<file path="src/rtl/zeroheti_apb_mgr_pkg.sv">
// Shared types and defaults for the zeroHETI APB manager.
package zeroheti_apb_mgr_pkg;

    typedef enum logic [1:0] {
        IDLE   = 2'd0,
        SETUP  = 2'd1,
        ACCESS = 2'd2,
        RESP   = 2'd3
    } apb_mgr_state_e;

    localparam int unsigned ApbMgrTimeoutDflt = 255;

endpackage

</file>
<file path="src/rtl/zeroheti_apb_mgr_if.sv">
// Request/response port plus APB3 bus of the zeroHETI APB manager.
// master = manager side, slave = requesting agent and APB subordinate side.
interface zeroheti_apb_mgr_if #(
    parameter int unsigned AddrWidth = 32,
    parameter int unsigned DataWidth = 32
);
    logic                 req_valid_i;
    logic                 req_ready_o;
    logic [AddrWidth-1:0] req_addr_i;
    logic                 req_write_i;
    logic [DataWidth-1:0] req_wdata_i;
    logic                 rsp_valid_o;
    logic                 rsp_ready_i;
    logic [DataWidth-1:0] rsp_rdata_o;
    logic                 rsp_err_o;
    logic                 timeout_o;
    logic [AddrWidth-1:0] paddr_o;
    logic                 pwrite_o;
    logic [DataWidth-1:0] pwdata_o;
    logic                 psel_o;
    logic                 penable_o;
    logic [DataWidth-1:0] prdata_i;
    logic                 pready_i;
    logic                 pslverr_i;

    modport master (
        input  req_valid_i, req_addr_i, req_write_i, req_wdata_i, rsp_ready_i,
        input  prdata_i, pready_i, pslverr_i,
        output req_ready_o, rsp_valid_o, rsp_rdata_o, rsp_err_o, timeout_o,
        output paddr_o, pwrite_o, pwdata_o, psel_o, penable_o
    );

    modport slave (
        output req_valid_i, req_addr_i, req_write_i, req_wdata_i, rsp_ready_i,
        output prdata_i, pready_i, pslverr_i,
        input  req_ready_o, rsp_valid_o, rsp_rdata_o, rsp_err_o, timeout_o,
        input  paddr_o, pwrite_o, pwdata_o, psel_o, penable_o
    );

endinterface

</file>
<file path="src/rtl/zeroheti_apb_mgr.sv">
// APB3 manager: one valid/ready request becomes one SETUP+ACCESS transfer.
// Optional ACCESS watchdog enabled by defining ZEROHETI_APB_MGR_TIMEOUT_EN.
module zeroheti_apb_mgr
    import zeroheti_apb_mgr_pkg::*;
#(
    parameter int unsigned AddrWidth     = 32,
    parameter int unsigned DataWidth     = 32,
    parameter int unsigned TimeoutCycles = ApbMgrTimeoutDflt
) (
    input  logic               clk_i,
    input  logic               rst_i,
    zeroheti_apb_mgr_if.master bus
);

    apb_mgr_state_e       r_state;
    logic                 r_req_ready;
    logic                 r_rsp_valid;
    logic [DataWidth-1:0] r_rsp_rdata;
    logic                 r_rsp_err;
    logic [AddrWidth-1:0] r_paddr;
    logic                 r_pwrite;
    logic [DataWidth-1:0] r_pwdata;
    logic                 r_psel;
    logic                 r_penable;

`ifdef ZEROHETI_APB_MGR_TIMEOUT_EN
    localparam int unsigned CntW = $clog2(TimeoutCycles + 1);
    logic [CntW-1:0] r_cnt;
    logic            r_timeout;
`else
    logic w_unused_timeout_cfg;
    assign w_unused_timeout_cfg = (TimeoutCycles == 0);
`endif

    // All outputs are decoded one cycle early so they leave flops directly.
    always_ff @(posedge clk_i) begin
        if (rst_i) begin
            r_state     <= IDLE;
            r_req_ready <= 1'b1;
            r_rsp_valid <= 1'b0;
            r_rsp_rdata <= '0;
            r_rsp_err   <= 1'b0;
            r_paddr     <= '0;
            r_pwrite    <= 1'b0;
            r_pwdata    <= '0;
            r_psel      <= 1'b0;
            r_penable   <= 1'b0;
`ifdef ZEROHETI_APB_MGR_TIMEOUT_EN
            r_cnt       <= '0;
            r_timeout   <= 1'b0;
`endif
        end else begin
`ifdef ZEROHETI_APB_MGR_TIMEOUT_EN
            r_timeout <= 1'b0;
`endif
            case (r_state)
                IDLE: begin
                    if (bus.req_valid_i) begin
                        r_paddr     <= bus.req_addr_i;
                        r_pwrite    <= bus.req_write_i;
                        r_pwdata    <= bus.req_wdata_i;
                        r_req_ready <= 1'b0;
                        r_psel      <= 1'b1;
                        r_state     <= SETUP;
                    end
                end
                SETUP: begin
                    r_penable <= 1'b1;
                    r_state   <= ACCESS;
`ifdef ZEROHETI_APB_MGR_TIMEOUT_EN
                    r_cnt     <= '0;
`endif
                end
                ACCESS: begin
                    // A late pready still wins over the watchdog in the same cycle.
                    if (bus.pready_i) begin
                        r_rsp_rdata <= r_pwrite ? '0 : bus.prdata_i;
                        r_rsp_err   <= bus.pslverr_i;
                        r_rsp_valid <= 1'b1;
                        r_psel      <= 1'b0;
                        r_penable   <= 1'b0;
                        r_state     <= RESP;
                    end
`ifdef ZEROHETI_APB_MGR_TIMEOUT_EN
                    else if (r_cnt == CntW'(TimeoutCycles)) begin
                        r_rsp_rdata <= '0;
                        r_rsp_err   <= 1'b1;
                        r_rsp_valid <= 1'b1;
                        r_timeout   <= 1'b1;
                        r_psel      <= 1'b0;
                        r_penable   <= 1'b0;
                        r_state     <= RESP;
                    end else begin
                        r_cnt <= r_cnt + CntW'(1);
                    end
`endif
                end
                RESP: begin
                    if (bus.rsp_ready_i) begin
                        r_rsp_valid <= 1'b0;
                        r_req_ready <= 1'b1;
                        r_state     <= IDLE;
                    end
                end
                default: r_state <= IDLE;
            endcase
        end
    end

    assign bus.req_ready_o = r_req_ready;
    assign bus.rsp_valid_o = r_rsp_valid;
    assign bus.rsp_rdata_o = r_rsp_rdata;
    assign bus.rsp_err_o   = r_rsp_err;
    assign bus.paddr_o     = r_paddr;
    assign bus.pwrite_o    = r_pwrite;
    assign bus.pwdata_o    = r_pwdata;
    assign bus.psel_o      = r_psel;
    assign bus.penable_o   = r_penable;
`ifdef ZEROHETI_APB_MGR_TIMEOUT_EN
    assign bus.timeout_o   = r_timeout;
`else
    assign bus.timeout_o   = 1'b0;
`endif

endmodule

</file>
<file path="src/flat_wrapper.sv">
// flat-port wrapper written by rule: the top's interface ports become plain ports
module zeroheti_apb_mgr_flat import zeroheti_apb_mgr_pkg::*;
#(
    parameter int unsigned AddrWidth     = 32,
    parameter int unsigned DataWidth     = 32,
    parameter int unsigned TimeoutCycles = ApbMgrTimeoutDflt
)
  (clk_i, rst_i, bus_req_valid_i, bus_req_addr_i, bus_req_write_i, bus_req_wdata_i, bus_rsp_ready_i, bus_prdata_i, bus_pready_i, bus_pslverr_i, bus_req_ready_o, bus_rsp_valid_o, bus_rsp_rdata_o, bus_rsp_err_o, bus_timeout_o, bus_paddr_o, bus_pwrite_o, bus_pwdata_o, bus_psel_o, bus_penable_o);
  zeroheti_apb_mgr_if #(.AddrWidth(AddrWidth), .DataWidth(DataWidth)) bus_i ();
  input  logic clk_i;
  input  logic rst_i;
  input wire logic [$bits(bus_i.req_valid_i)-1:0] bus_req_valid_i;
  input wire logic [$bits(bus_i.req_addr_i)-1:0] bus_req_addr_i;
  input wire logic [$bits(bus_i.req_write_i)-1:0] bus_req_write_i;
  input wire logic [$bits(bus_i.req_wdata_i)-1:0] bus_req_wdata_i;
  input wire logic [$bits(bus_i.rsp_ready_i)-1:0] bus_rsp_ready_i;
  input wire logic [$bits(bus_i.prdata_i)-1:0] bus_prdata_i;
  input wire logic [$bits(bus_i.pready_i)-1:0] bus_pready_i;
  input wire logic [$bits(bus_i.pslverr_i)-1:0] bus_pslverr_i;
  output wire logic [$bits(bus_i.req_ready_o)-1:0] bus_req_ready_o;
  output wire logic [$bits(bus_i.rsp_valid_o)-1:0] bus_rsp_valid_o;
  output wire logic [$bits(bus_i.rsp_rdata_o)-1:0] bus_rsp_rdata_o;
  output wire logic [$bits(bus_i.rsp_err_o)-1:0] bus_rsp_err_o;
  output wire logic [$bits(bus_i.timeout_o)-1:0] bus_timeout_o;
  output wire logic [$bits(bus_i.paddr_o)-1:0] bus_paddr_o;
  output wire logic [$bits(bus_i.pwrite_o)-1:0] bus_pwrite_o;
  output wire logic [$bits(bus_i.pwdata_o)-1:0] bus_pwdata_o;
  output wire logic [$bits(bus_i.psel_o)-1:0] bus_psel_o;
  output wire logic [$bits(bus_i.penable_o)-1:0] bus_penable_o;
  assign bus_i.req_valid_i = bus_req_valid_i;
  assign bus_i.req_addr_i = bus_req_addr_i;
  assign bus_i.req_write_i = bus_req_write_i;
  assign bus_i.req_wdata_i = bus_req_wdata_i;
  assign bus_i.rsp_ready_i = bus_rsp_ready_i;
  assign bus_i.prdata_i = bus_prdata_i;
  assign bus_i.pready_i = bus_pready_i;
  assign bus_i.pslverr_i = bus_pslverr_i;
  assign bus_req_ready_o = bus_i.req_ready_o;
  assign bus_rsp_valid_o = bus_i.rsp_valid_o;
  assign bus_rsp_rdata_o = bus_i.rsp_rdata_o;
  assign bus_rsp_err_o = bus_i.rsp_err_o;
  assign bus_timeout_o = bus_i.timeout_o;
  assign bus_paddr_o = bus_i.paddr_o;
  assign bus_pwrite_o = bus_i.pwrite_o;
  assign bus_pwdata_o = bus_i.pwdata_o;
  assign bus_psel_o = bus_i.psel_o;
  assign bus_penable_o = bus_i.penable_o;
  zeroheti_apb_mgr #(.AddrWidth(AddrWidth), .DataWidth(DataWidth), .TimeoutCycles(TimeoutCycles)) u_core (.clk_i(clk_i), .rst_i(rst_i), .bus(bus_i));
endmodule
</file>
<file path="config.mk">
export PLATFORM = sky130hd
export DESIGN_NAME = zeroheti_apb_mgr_flat
export DESIGN_NICKNAME = d
export VERILOG_FILES = /design/src/rtl/zeroheti_apb_mgr_pkg.sv /design/src/rtl/zeroheti_apb_mgr_if.sv /design/src/rtl/zeroheti_apb_mgr.sv /design/src/flat_wrapper.sv
export SDC_FILE = /design/constraint.sdc
export NUM_CORES = 1
export LEC_CHECK = 0
export CORE_MARGIN = 2
export CORE_UTILIZATION = 40
export DETAILED_ROUTE_END_ITERATION = 7
export PLACE_DENSITY = 0.84
export SYNTH_ARGS = -nofsm -noshare
export SYNTH_HDL_FRONTEND = slang
export SYNTH_SLANG_ARGS = --single-unit
</file>
<file path="constraint.sdc">
create_clock -name clk_i -period 2.25 [get_ports clk_i]
set_clock_uncertainty 0.15 [all_clocks]
set_input_delay 0.45 -clock clk_i [delete_from_list [all_inputs] [get_ports clk_i]]
set_output_delay 0.45 -clock clk_i [all_outputs]
set_load 0.05 [all_outputs]
</file>
==> reports/qor.yml, run 1 <==
routing:
  final_antenna_net_count: 0
  viasPerCell: 5.03
  drt_first_iter_violations: 179
  wire_per_inst_um: 14.3
  drc: 0
  postRouteWirelength_um: 11600
  via_count: 4051
  dr.pass1.iters: 4
die:
  ios: 206
  die_area_um2: 10800
  die_w_um: 104
  initial_core_util: 0.412
  rows: 36
  core_area_um2: 9730
  die_h_um: 104
timing:
  rsz0062_at_grt: "false"
  period_needed_ns: 2.16
  final_max_slew_viol_count: 0
  fmax_mhz: 463
  max_slew_margin: 0.635
  finalSetupTns_ns: 0
  period_share: 0.961
  hold_violations: 0
  tightest_slew_ns: 0.546
  setup-violations-final: 0
global_route:
  grt_pass1_vias: 3962
  grt_max_degree: 54
  gr-total-overflow: 0
  grt_pass1_wl_um: 18800
  grtUsageTotal: 0.209
  antenna_found_initial: 0
cts:
  clk_pin_slew_ns: 0.09
  hold_buffers: 0
  numCtsBuffers: 9
  clk_latency_ns: 0.34
  htreeDepth: 3
  cts_tree: "done"
  cts.sinks: 104
  postCtsSetupBuffers: 0
  cts_buffer_depth: 2
  root_buffer: "clkbuf_8"
  ctsResizeCount: 0
synthesis:
  synth-seq-cells: 104
  syn_nets: 593
  syn_area_per_cell_um2: 8.29
  synth_area_leader_cell: "dfxtp_1"
  ys_top_cells_by_area: "dfxtp_1 52%, nand2_1 16%, a21oi_1 13%"
  yosysWarnings: 0
  synth-seq-area-share: 0.520
  synth_cells: 483
  synth_top_area_frac: 0.520
  synthDistinctLibCells: 28
  netlist_area_um2: 4000
placed_design:
  hpwl_um: 8470
  gp_congestion: 0.767
  portBuffers: 204
  dpl.cell_count: 790
finish:
  antenna_cells: 0
  postLayoutCoreUtil: 0.645
  ff_latch_area_um2: 2080
  stdcell_count: 806
  multiInputGateArea_um2: 1690
  n_fill_cell: 831
  drive_gt1_frac: 0.0490
  final_nets: 778
  synthToLayoutAreaGrowth_pct: 56.8
worst_setup_path:
  cp.arrival_ns: 1.56
  cp_max_fo: 3
  critPathSlowestCell: "clkdlybuf4s50_1"
  crit_path_start_kind: "register"
  crit_chain: "clkdlybuf4s50_1"
  path_delay_family: "buffers and inverters"
  path_buf_inv: 1
  critPathKind: "register to output pin"
  worstPathRequired_ns: 1.65
  max_stage_delay_ns: 0.84
  cp-end-kind: "output pin"
flow_run:
  maxCapViolCount: 0
power_and_ir_drop:
  power_mw: 6.54
  irDropWorstVdd_v: 0.000621
  power.leakage_nw: 2.22
  power_density_nw_per_um2: 1040
worst_hold_path:
  hold_path_class: "register to register"
outcome:
  status: "completed"
==> sequential cells by signal, indices dropped and copies added, names as in the netlist, 2 cells and up <==
signal	cells
u_core.bus.pwdata_o	32
u_core.r_state	2
u_core.bus.paddr_o	32
u_core.bus.rsp_rdata_o	32
==> cells in the final DEF (no fill, tap or decap), drive strengths merged, types with 3 or more instances in the layout <==
cell	n
a21oi	101
buf	15
clkbuf	12
clkdlybuf4s50	200
clkinvlp	3
dfxtp	104
ha	7
inv	4
nand2	168
nand4b	32
nor2b	4
==> synth_stat cells (all sizes together) <==
library cell / instances
a211oi: 1
o31ai: 1
nand2: 168
a31o: 1
nor3: 2
ha: 7
or4: 1
or2: 1
o21bai: 2
clkbuf: 20
buf: 21
and2: 1
nand3: 1
mux2i: 2
nor2: 2
a31oi: 1
conb: 1
nor2b: 4
dfxtp: 104
mux2: 1
o21ai: 2
a21oi: 101
or3: 2
inv: 4
nand4b: 32
==> path summary, 6_finish.rpt <==
check | from | endpoint | slack, ns | depth (start not counted)
max reg2reg | u_core.r_state[1] | u_core.r_state[0] | 0.47 | 5
min reg2reg | u_core.bus.rsp_rdata_o[15] | u_core.bus.rsp_rdata_o[15] | 0.30 | 2
max | u_core.bus.psel_o | bus_psel_o | 0.09 | 1
min | u_core.bus.rsp_rdata_o[15] | u_core.bus.rsp_rdata_o[15] | 0.30 | 2
==> power breakdown <==
group,internal [mW],switching [mW],total (mW)
clock network,0.407,0.613,1.02
registers,2.17,0.195,2.36
logic,1.13,2.03,3.16
==> cell type report <==
cell class / count / share of cell area
Inverter: 4 / 0.00239
Clock buffer: 12 / 0.0215
Clock inverter: 4 / 0.00498
Sequential cell: 104 / 0.332
Multi-Input combinational cell: 334 / 0.268
Tap cell: 133 / 0.0265
Timing Repair Buffer: 215 / 0.345
==> cell families (layout without fill, tap and decap cells) <==
group	after synthesis	after routing	share of synthesized area
simple gates	214	214	0.249
compound gates	109	109	0.140
flops	104	104	0.520
buf+inv	45	235	0.0600
fa+ha+maj	7	7	0.0219
mux	3	3	0.00781
other cells	1	1	0.000937
==> layer usage <==
metal / share of wire / GRT usage
met4: 0.019 / 0.0772
met3: 0.067 / 0.0570
met2: 0.51 / 0.372
met1: 0.40 / 0.238
met5: 0 / 0
==> through the flow <==
stage	hold WS (ns)	setup WS, ns	cell area, um^2
floorplan	0.348	0.588	4000
global placement	0.289	0.158	6110
detailed placement	0.294	0.147	6110
CTS	0.307	0.0578	6280
global route	0.317	0.0253	6280
finish	0.304	0.0881	6280
Note: power is estimated with default switching activity, not from simulation.
==> inputs of run 2 (changes only) <==
clock period = 2.3 ns   (was 2.25 ns; I/O delays follow)
==> reports/qor.yml, run 2 (synthesized netlist as in run 1, its figures left out) <==
outcome:
  status: "completed"
worst_setup_path:
  cp.arrival_ns: 1.56  # about the same
  crit_chain: "clkdlybuf4s50_1"
  crit_path_start_kind: "register"
  worstPathRequired_ns: 1.69  # +0.04 ns
  path_buf_inv: 1  # unchanged
  cp-end-kind: "output pin"
  critPathKind: "register to output pin"
  cp_max_fo: 3  # unchanged
  max_stage_delay_ns: 0.85  # about the same
  crit_cells: 1  # unchanged
  path_delay_family: "buffers and inverters"
  critPathSlowestCell: "clkdlybuf4s50_1"
  regToRegSetupSlack_ns: 0.51  # +0.04 ns
  reg2reg_depth: 5  # unchanged
global_route:
  grt_pass1_vias: 3945  # -0.43%
  gr-total-overflow: 0  # unchanged
  grt_max_degree: 54  # unchanged
  grt_pass1_wl_um: 19200  # +2.2%
  antenna_found_initial: 0  # unchanged
  grtUsageTotal: 0.212  # +0.00343
cts:
  htreeDepth: 3  # unchanged
  cts_tree: "done"
  hold_buffers: 0  # unchanged
  clk_pin_slew_ns: 0.09  # about the same
  cts.sinks: 104  # unchanged
  clk_latency_ns: 0.34  # about the same
  root_buffer: "clkbuf_8"
  ctsResizeCount: 0  # unchanged
  numCtsBuffers: 9  # unchanged
  postCtsSetupBuffers: 0  # unchanged
  cts_buffer_depth: 2  # unchanged
finish:
  final_nets: 778  # unchanged
  layout_common_cells: "202 x clkdlybuf4s50_1, 167 x nand2_1, 104 x dfxtp_1"
  antenna_cells: 0  # unchanged
  drive_gt1_frac: 0.0490  # unchanged
  synthToLayoutAreaGrowth_pct: 57.0
  final_common_cell: "clkdlybuf4s50_1"
  postLayoutCoreUtil: 0.646  # +0.000771
die:
  initial_core_util: 0.412  # unchanged
  die_w_um: 104  # unchanged
  die_area_um2: 10800  # unchanged
  ios: 206  # unchanged
  rows: 36  # unchanged
  core_area_um2: 9730  # unchanged
  die_h_um: 104  # unchanged
timing:
  rsz0062_at_grt: "false"
  setup-violations-final: 0  # unchanged
  hold_violations: 0  # unchanged
  finalSetupTns_ns: 0  # unchanged
  max_slew_margin: 0.621  # -0.0141
  fmax_mhz: 461
  holdWs_ns: 0.303  # -0.00110 ns
  tightest_slew_ns: 0.567  # +0.0211 ns
  period_needed_ns: 2.17
  final_max_slew_viol_count: 0  # unchanged
  period_share: 0.943
  setup_slack_ns: 0.131  # +0.0429 ns
placed_design:
  portBuffers: 204  # unchanged
  hpwl_um: 8630  # +2.0%
  gp_congestion: 0.783  # +2.1%
  pre_cts_slack_ns: 0.144  # -0.00255 ns
routing:
  drc: 0  # unchanged
  via_count: 4050  # -0.025%
  viasPerCell: 5.02  # about the same
  met3_wirelength_um: 842  # +8.6%
  highest_layer: "met4"
  drt_first_iter_violations: 215  # +20%
  wl_met1_um: 4710  # +0.73%
  postRouteWirelength_um: 11800  # +2.4%
  final_antenna_net_count: 0  # unchanged
  wire_per_inst_um: 14.7  # +2.4%
  met2WireLength_um: 5980  # +1.6%
  dr.pass1.iters: 5  # +1
power_and_ir_drop:
  power.leakage_nw: 2.24  # +0.60%
  power_density_nw_per_um2: 1030  # -1.4%
  irDropWorstVdd_v: 0.000544  # -13%
  power_mw: 6.46  # -1.3%
worst_hold_path:
  hold_depth: 2  # unchanged
  hold_path_class: "register to register"
flow_run:
  maxCapViolCount: 0  # unchanged
## run 2: area by class of cell
class                      count  area [um^2]
multi-input combinational    334         1690
timing repair buffer         215         2160
tap                          133          166
clock buffer                  11          141
fill                         834         3440
sequential                   104         2080
inverter                       4         15.0
clock inverter                 5         40.0
## run 2: worst paths after layout
path,from,to
setup / recovery,u_core.bus.req_ready_o,bus_req_ready_o
hold / removal,u_core.bus.rsp_rdata_o[10],u_core.bus.rsp_rdata_o[10]
setup reg to reg,u_core.r_state[1],u_core.bus.req_ready_o
hold reg to reg,u_core.bus.rsp_rdata_o[10],u_core.bus.rsp_rdata_o[10]
## run 2: where the power goes
part / switching (mW) / total [mW] / internal, mW
Sequential: 0.191 / 2.31 / 2.12
Combinational: 2.00 / 3.10 / 1.10
Clock: 0.616 / 1.05 / 0.435
Total: 2.80 / 6.46 / 3.66
## run 2: per-stage QoR
step	instance area, um^2	instances
after floorplan	4000	483
after global placement	6110	790
after detailed placement	6110	790
after CTS	6290	806
after global routing	6290	806
final	6290	806
## run 2: metal layers
| layer | vias to the layer above | global-route usage |
|---|---|---|
| met5 | - | 0 |
| met4 | 0 | 0.0878 |
| met3 | 27 | 0.0539 |
| met2 | 163 | 0.376 |
| met1 | 1887 | 0.242 |
| li1 | 1973 | - |
